==> config.mk <==
export PLATFORM = sky130hd
export DESIGN_NAME = regfile_sb
export DESIGN_NICKNAME = d
export VERILOG_FILES = /design/src/rtl/regfile_sb.sv
export SDC_FILE = /design/constraint.sdc
export NUM_CORES = 2
export LEC_CHECK = 0
export ABC_AREA = 1
export BUFFER_PORTS_ARGS = -buffer_cell sky130_fd_sc_hd__buf_4
export CELL_PAD_IN_SITES_DETAIL_PLACEMENT = 1
export CELL_PAD_IN_SITES_GLOBAL_PLACEMENT = 2
export CORE_UTILIZATION = 36
export DETAILED_ROUTE_END_ITERATION = 10
export GPL_ROUTABILITY_DRIVEN = 0
export PLACE_DENSITY_LB_ADDON = 0.1
export SYNTH_ARGS = -nofsm -noshare
export SYNTH_HDL_FRONTEND = slang
export SYNTH_SLANG_ARGS = --single-unit
==> constraint.sdc <==
create_clock -name CLK -period 2.25 [get_ports CLK]
set_clock_uncertainty 0.1 [all_clocks]
set_input_delay 0.225 -clock CLK [delete_from_list [all_inputs] [get_ports CLK]]
set_output_delay 0.225 -clock CLK [all_outputs]
set_load 0.01 [all_outputs]
==> src/rtl/regfile_sb.sv <==
`default_nettype none
// +--------------------------------------------------------------------------+
// | regfile_sb : register file with per-word pending (scoreboard) bits,      |
// |              two registered read ports and optional write forwarding.    |
// | Revision   : 1.0                                                         |
// +--------------------------------------------------------------------------+
module regfile_sb #(
  parameter int DATA_W   = 32,
  parameter int ADDR_W   = 5,
  parameter int ZERO_REG = 1,
  parameter int BYPASS   = 1
) (
  input  logic              CLK,
  input  logic              RST,
  input  logic              RegW,
  input  logic [ADDR_W-1:0] DR,
  input  logic [DATA_W-1:0] Reg_In,
  input  logic              RdEn,
  input  logic [ADDR_W-1:0] SR1,
  input  logic [ADDR_W-1:0] SR2,
  input  logic              Lock,
  input  logic [ADDR_W-1:0] LockAddr,
  output logic [DATA_W-1:0] ReadReg1,
  output logic [DATA_W-1:0] ReadReg2,
  output logic              Pend1,
  output logic              Pend2,
  output logic              AnyPend
);

  localparam int c_DEPTH = 1 << ADDR_W;

  // Packed storage keeps the whole-array reset a single assignment.
  logic [c_DEPTH-1:0][DATA_W-1:0] r_mem;
  logic [c_DEPTH-1:0]             r_pend;

  logic [DATA_W-1:0] r_rd1;
  logic [DATA_W-1:0] r_rd2;
  logic              r_pd1;
  logic              r_pd2;
  logic              r_any;

  logic               w_dr_ok;
  logic               w_la_ok;
  logic               w_sr1_zero;
  logic               w_sr2_zero;
  logic               w_wr_en;
  logic               w_lk_en;
  logic               w_fwd1;
  logic               w_fwd2;
  logic [c_DEPTH-1:0] w_pend_nxt;
  logic [c_DEPTH-1:0] w_pend_src;
  logic [DATA_W-1:0]  w_rd1_d;
  logic [DATA_W-1:0]  w_rd2_d;
  logic               w_pd1_d;
  logic               w_pd2_d;

  if (ZERO_REG != 0) begin : g_zero_reg
    assign w_dr_ok    = (DR != '0);
    assign w_la_ok    = (LockAddr != '0);
    assign w_sr1_zero = (SR1 == '0);
    assign w_sr2_zero = (SR2 == '0);
  end else begin : g_no_zero_reg
    assign w_dr_ok    = 1'b1;
    assign w_la_ok    = 1'b1;
    assign w_sr1_zero = 1'b0;
    assign w_sr2_zero = 1'b0;
  end

  assign w_wr_en = RegW && w_dr_ok;
  assign w_lk_en = Lock && w_la_ok;

  // Lock is applied after the write-clear so a coincident lock wins.
  always_comb begin
    w_pend_nxt = r_pend;
    if (w_wr_en) begin
      w_pend_nxt[DR] = 1'b0;
    end
    if (w_lk_en) begin
      w_pend_nxt[LockAddr] = 1'b1;
    end
  end

  if (BYPASS != 0) begin : g_bypass
    assign w_fwd1     = w_wr_en && (SR1 == DR);
    assign w_fwd2     = w_wr_en && (SR2 == DR);
    assign w_pend_src = w_pend_nxt;
  end else begin : g_no_bypass
    assign w_fwd1     = 1'b0;
    assign w_fwd2     = 1'b0;
    assign w_pend_src = r_pend;
  end

  always_comb begin
    w_rd1_d = w_fwd1 ? Reg_In : r_mem[SR1];
    w_pd1_d = w_pend_src[SR1];
    if (w_sr1_zero) begin
      w_rd1_d = '0;
      w_pd1_d = 1'b0;
    end
  end

  always_comb begin
    w_rd2_d = w_fwd2 ? Reg_In : r_mem[SR2];
    w_pd2_d = w_pend_src[SR2];
    if (w_sr2_zero) begin
      w_rd2_d = '0;
      w_pd2_d = 1'b0;
    end
  end

  always_ff @(posedge CLK) begin
    if (RST) begin
      r_mem <= '0;
    end else if (w_wr_en) begin
      r_mem[DR] <= Reg_In;
    end
  end

  always_ff @(posedge CLK) begin
    if (RST) begin
      r_pend <= '0;
      r_any  <= 1'b0;
    end else begin
      r_pend <= w_pend_nxt;
      r_any  <= |w_pend_nxt;
    end
  end

  always_ff @(posedge CLK) begin
    if (RST) begin
      r_rd1 <= '0;
      r_rd2 <= '0;
      r_pd1 <= 1'b0;
      r_pd2 <= 1'b0;
    end else if (RdEn) begin
      r_rd1 <= w_rd1_d;
      r_rd2 <= w_rd2_d;
      r_pd1 <= w_pd1_d;
      r_pd2 <= w_pd2_d;
    end
  end

  assign ReadReg1 = r_rd1;
  assign ReadReg2 = r_rd2;
  assign Pend1    = r_pd1;
  assign Pend2    = r_pd2;
  assign AnyPend  = r_any;

endmodule
`default_nettype wire

Yosys cells after proc, flatten, opt, wreduce, memory -nomap -nowiden:

Index checks and enable logic that the tools add are counted.

* magnitude comparators: 6
* reduce and logical (&&, ||, !) cells: 11
* bitwise gates (word level): 3
* muxes and demuxes: 23
* equality and inequality tests: 2

Operator list (number)
* $bwmux 1024: 1
* $bmux 32 s5: 2
* $mux 32: 9
* $demux 32 s5: 1
* $and 32x32->32: 1
* $not 32->32: 1
* $or 32x32->32: 1
* $reduce_or 32->1: 1
* $lt 5x6->1 const B: 4
* $bmux 1 s5: 2
* $demux 1 s5: 2
* $eq 5x5->1: 2
* $ge 5x1->1 const B: 2
* $logic_not 5->1: 2
* $reduce_bool 5->1: 2
* $logic_and 1x1->1: 6
* $mux 1: 6

* logic and storage cells: 83
* register bits: 1123
* output and inout bits: 67

Longest topological paths before layout:

* word-level depth: 12
* mapped depth: 15
* mapped depth without buffers: 14

Worst setup path before layout:

OpenSTA, ideal clock, no wires.

* path kind: input to register
* start: in SR1[2]
* end: reg r_rd1[21], in the netlist ReadReg1[21]
* buffers on the path: 3
* arrival: 1.628 ns
* setup time: 0.132 ns
* path slack: 0.390 ns
* stages on the path: 11
* path through: buf_2 -> nor2_2 -> buf_4 -> clkbuf_1 -> o21ai_0 -> o2111ai_1 -> nand3_1 -> nand3_1 -> nand2_1 -> nand2_1 -> a21oi_1

* cells in the longest elaborated chain, start to end: 4

Ends and longest elaborated chain
* from (decl): line 19 `input logic [ADDR_W-1:0] SR1,`
* $bmux 32 s5 / $eq 5x5->1 (equally long branches): line 94, 84
* $mux 32 (implied by the code) / $logic_and 1x1->1 (equally long branches): line 94, 84
* $mux 32: line 94 `w_rd1_d = w_fwd1 ? Reg_In : r_mem[SR1];`
* $mux 32 *: line 96 `if (w_sr1_zero) begin`
* to (signal assigned): line 136 `r_rd1 <= w_rd1_d;`
* to (decl): line 36 `logic [DATA_W-1:0] r_rd1;`

Mark *: on every way between the ends. The rest lies on a longest branch, timed or not. The select of a mux whose other input is x is not followed.
A chain may end at the register's enable or synchronous reset.

Final worst setup path:

* start: in DR[2]
* end: reg r_rd2[12], in the netlist ReadReg2[12]

* cells in the longest elaborated chain, start to end: 5

Ends and longest elaborated chain
* from (decl): line 16 `input logic [ADDR_W-1:0] DR,`
* $reduce_bool 5->1: line 58 `assign w_dr_ok = (DR != '0);`
* $logic_and 1x1->1: line 69 `assign w_wr_en = RegW && w_dr_ok;`
* $logic_and 1x1->1 *: line 85 `assign w_fwd2 = w_wr_en && (SR2 == DR);`
* $mux 32 *: line 103 `w_rd2_d = w_fwd2 ? Reg_In : r_mem[SR2];`
* $mux 32 *: line 105 `if (w_sr2_zero) begin`
* to (signal assigned): line 137 `r_rd2 <= w_rd2_d;`
* to (decl): line 37 `logic [DATA_W-1:0] r_rd2;`

Mark *: on every way between the ends. The rest lies on a longest branch, timed or not.

==> qor.txt <==
Slowest-stage cell, CP: dlygate4sd3_1
Sequential Power Share: 0.404
initial core utilization: 0.364
WL final: 315000 µm
WHS Path Cells: 7
Async SR Flop Fraction: 0
Avg Cell Area, Syn: 6.76 µm²
reg2reg end: ReadReg2[19]$_SDFFE_PP0P_
share of cells above drive strength 1: 0.114
LEAKAGE: 25.5 nW
synth unique cells: 30
Seq cells post-synth: 1123
worst setup path startpoint: DR[2]
Synth top cells by count: 1809 x nand2_1, 1123 x dfxtp_1, 902 x nor2_1
Setup Viol. Count Final: 0
DR vias/cell: 6.00
Mapped Cells: 8669
register area share after synthesis: 0.384
DR vias: 65900
dpl cell area: 0.0658 mm²
maximum vdd ir drop: 0.000885 V
Max-Slew Margin vs Limit: 0.430
core area: 0.161 mm²
Main synth FF type: dfxtp_1
hold endpoint: r_pend[29]$_SDFF_PP0_
FP Rows: 147
fin area: 0.0710 mm²
first-pass GRT wire length: 456000 µm
wire per inst: 28.7 µm
arrival time worst endpoint: 2800 ps
filler cell count: 20100
post-DP HPWL: 207000 µm
Yosys top cell by area: dfxtp_1
Synth top area share: 0.384
total power: 50.7 mW
I/O pin count: 124
Die ar.: 0.164 mm²
TritonCTS clock tree: built
Max Fclk: 462 MHz
Clock power frac: 0.459
Crit path required time: 2880 ps
Hold Path Class: in -> reg
port bufs: 123
HP Start: RegW
worst reg2reg setup slack: 370 ps
Int Power: 36.0 mW
worst-case reg-to-reg path depth: 10
Net Sw Frac: 0.290
H-tree depth: 4
vias in the first global route: 64800
top area cells in the synthesized netlist: dfxtp_1 38%, nand2_1 12%, a211oi_1 7.3%
Clock Latency Late Sink: 800 ps
met1 usage: 0.485
outcome: completed
Die Wd: 406 µm
Max FO, Critical Path: 13
Cell Area, Synth: 0.0586 mm²
Clock Path Buffers: 3
RR Startpoint: r_mem[435]$_SDFFE_PP0P_
WS Path Type: in -> reg
initial antenna violation count: 10
Reg clk slew, reported paths: 60 ps
most numerous cell in the Yosys netlist: nand2_1
Slew @ Worst Pin: 855 ps
Post-synth EDFFs: 0
total of max-cap violations: 0
crit-path max cell delay: 540 ps
Worst Setup Start Kind: input pin
Final Cycle Share: 0.962
GR peak layer: met2
number of nets still failing antenna checks after routing: 0
syn_nets: 8726
GR Util met3: 0.0576
CP endpoint kind: flip-flop
CTS Buf Count: 143
CTS Sinks: 1123
CTS root buf: clkbuf_16
Net count, final: 8756
largest net degree at the start of global routing: 104
drt pass-1 iters: 5
RSZ-0062 raised after global routing: yes
Slew Viols, Final: 0
post-layout min period: 2170 ps
Final Hold Viols: 0
CP dominant cell by count: buf_4
gr ovfl total: 0
Post-CTS Repair Setup Buffers: 0
Tot GR Track Use: 0.377
Area growth syn-to-layout: 21.2%
Iteration-0 DRC Markers: 5868
CP cell instances: dlygate4sd3_1 -> buf_4 -> inv_1 -> nand3_1 -> o21ai_1 -> inv_1 -> nand2_2 -> buf_4 -> buf_4 -> o21ai_0 -> a21o_1 -> a21oi_1
DRC: 0
Die Ht: 406 µm
switching pwr: 14.7 mW
met2 Usage GRT: 0.591
Synth warnings: 0
Comb pwr share: 0.137
Power Density: 714 mW/mm²
==> state kept, by name (all words and copies together) (netlist names) <==
name and count:
AnyPend 1, Pend1 1, Pend2 1, ReadReg1 32, ReadReg2 32, r_mem 1024
r_pend 32
==> how the worst max path moves through the flow <==
stage	endpoint	slack, ps	cells after the start
after floorplan	ReadReg1[21]$_SDFFE_PP0P_	390	11
after global placement	ReadReg2[5]$_SDFFE_PP0P_	-290	12
after detailed placement	ReadReg2[5]$_SDFFE_PP0P_	-250	12
after CTS	ReadReg2[5]$_SDFFE_PP0P_	40	13
after global routing	Pend2$_SDFFE_PP0P_	-6	16
final	ReadReg2[12]$_SDFFE_PP0P_	80	12
==> what timing repair did <==
action,CTS,global route
endpoints found under the setup margin,0,7
resized for setup,0,11
hold buffers,52,0
hold endpoints to repair,1035,0
==> logic make-up (layout without fill, tap and decap cells) <==
group,Yosys count,in the layout,share of synthesized area
buf+inv,1539,1678,0.103
compound gates,2558,2558,0.275
xor+xnor,6,6,0.000897
other cells,0,5,0
flops,1123,1123,0.384
simple gates,3443,3443,0.237
==> worst max-delay path, delay by kind of cell <==
| kind | cells | cell delay [ps] |
|---|---|---|
| buffers and inverters | 6 | 1490 |
| AO/OA/AOI/OAI | 4 | 680 |
| AND/OR/NAND/NOR | 2 | 390 |
==> power groups by stage <==
stage / logic [mW] / registers, mW / clock network [mW]
floorplan: 3.30 / 20.8 / 0
global placement: 6.63 / 20.9 / 0
detailed placement: 6.69 / 20.9 / 0
CTS: 6.80 / 20.5 / 23.5
global route: 7.28 / 20.5 / 24.3
finish: 6.94 / 20.5 / 23.3
==> per-layer routing <==
metal	routed length, µm	vias to the layer above
met5	13	-
li1	-	29700
met2	139000	2526
met4	21200	2
met3	21800	738
met1	133000	32900
==> cell usage in the layout, fill, tap and decap left out, drive strengths merged <==
cell type	instances
bufinv	3
nand2	1810
xor2	6
o21ai	564
diode	5
o2111ai	248
clkinv	36
dfxtp	1123
dlygate4sd3	51
nand3	685
a211oi	571
a21oi	784
o211ai	356
buf	715
dlymetal6s4s	1
clkbuf	217
clkinvlp	2
a21o	32
nor4	3
nor2	907
nand4	8
o41ai	2
a31oi	1
inv	653
nor3	7
and2	23
==> through the flow <==
stage | setup WS, ps | utilization | cells | setup TNS (ps) | hold slack (ps)
after floorplan | 390 | - | 8669 | 0 | 301
after global routing | -6.01 | 0.441 | 11000 | -6.01 | 92.7
final | 84.5 | 0.441 | 11000 | 0 | 73.5
after global placement | -295 | 0.409 | 10700 | -2960 | 328
after CTS | 39.2 | 0.441 | 11000 | 0 | 18.8
after detailed placement | -252 | 0.409 | 10700 | -3020 | 331
==> layout make-up <==
class | instances | area, µm² | area share
Clock inverter | 37 | 292 | 0.00410
Inverter | 657 | 2490 | 0.0350
Tap cell | 2160 | 2700 | 0.0380
Antenna cell | 5 | 12.5 | 0.000176
Sequential cell | 1123 | 22500 | 0.316
Multi-Input combinational cell | 6007 | 30300 | 0.427
Timing Repair Buffer | 767 | 8400 | 0.118
Clock buffer | 217 | 4350 | 0.0612
No activity file was read; power rests on OpenSTA's default activity.
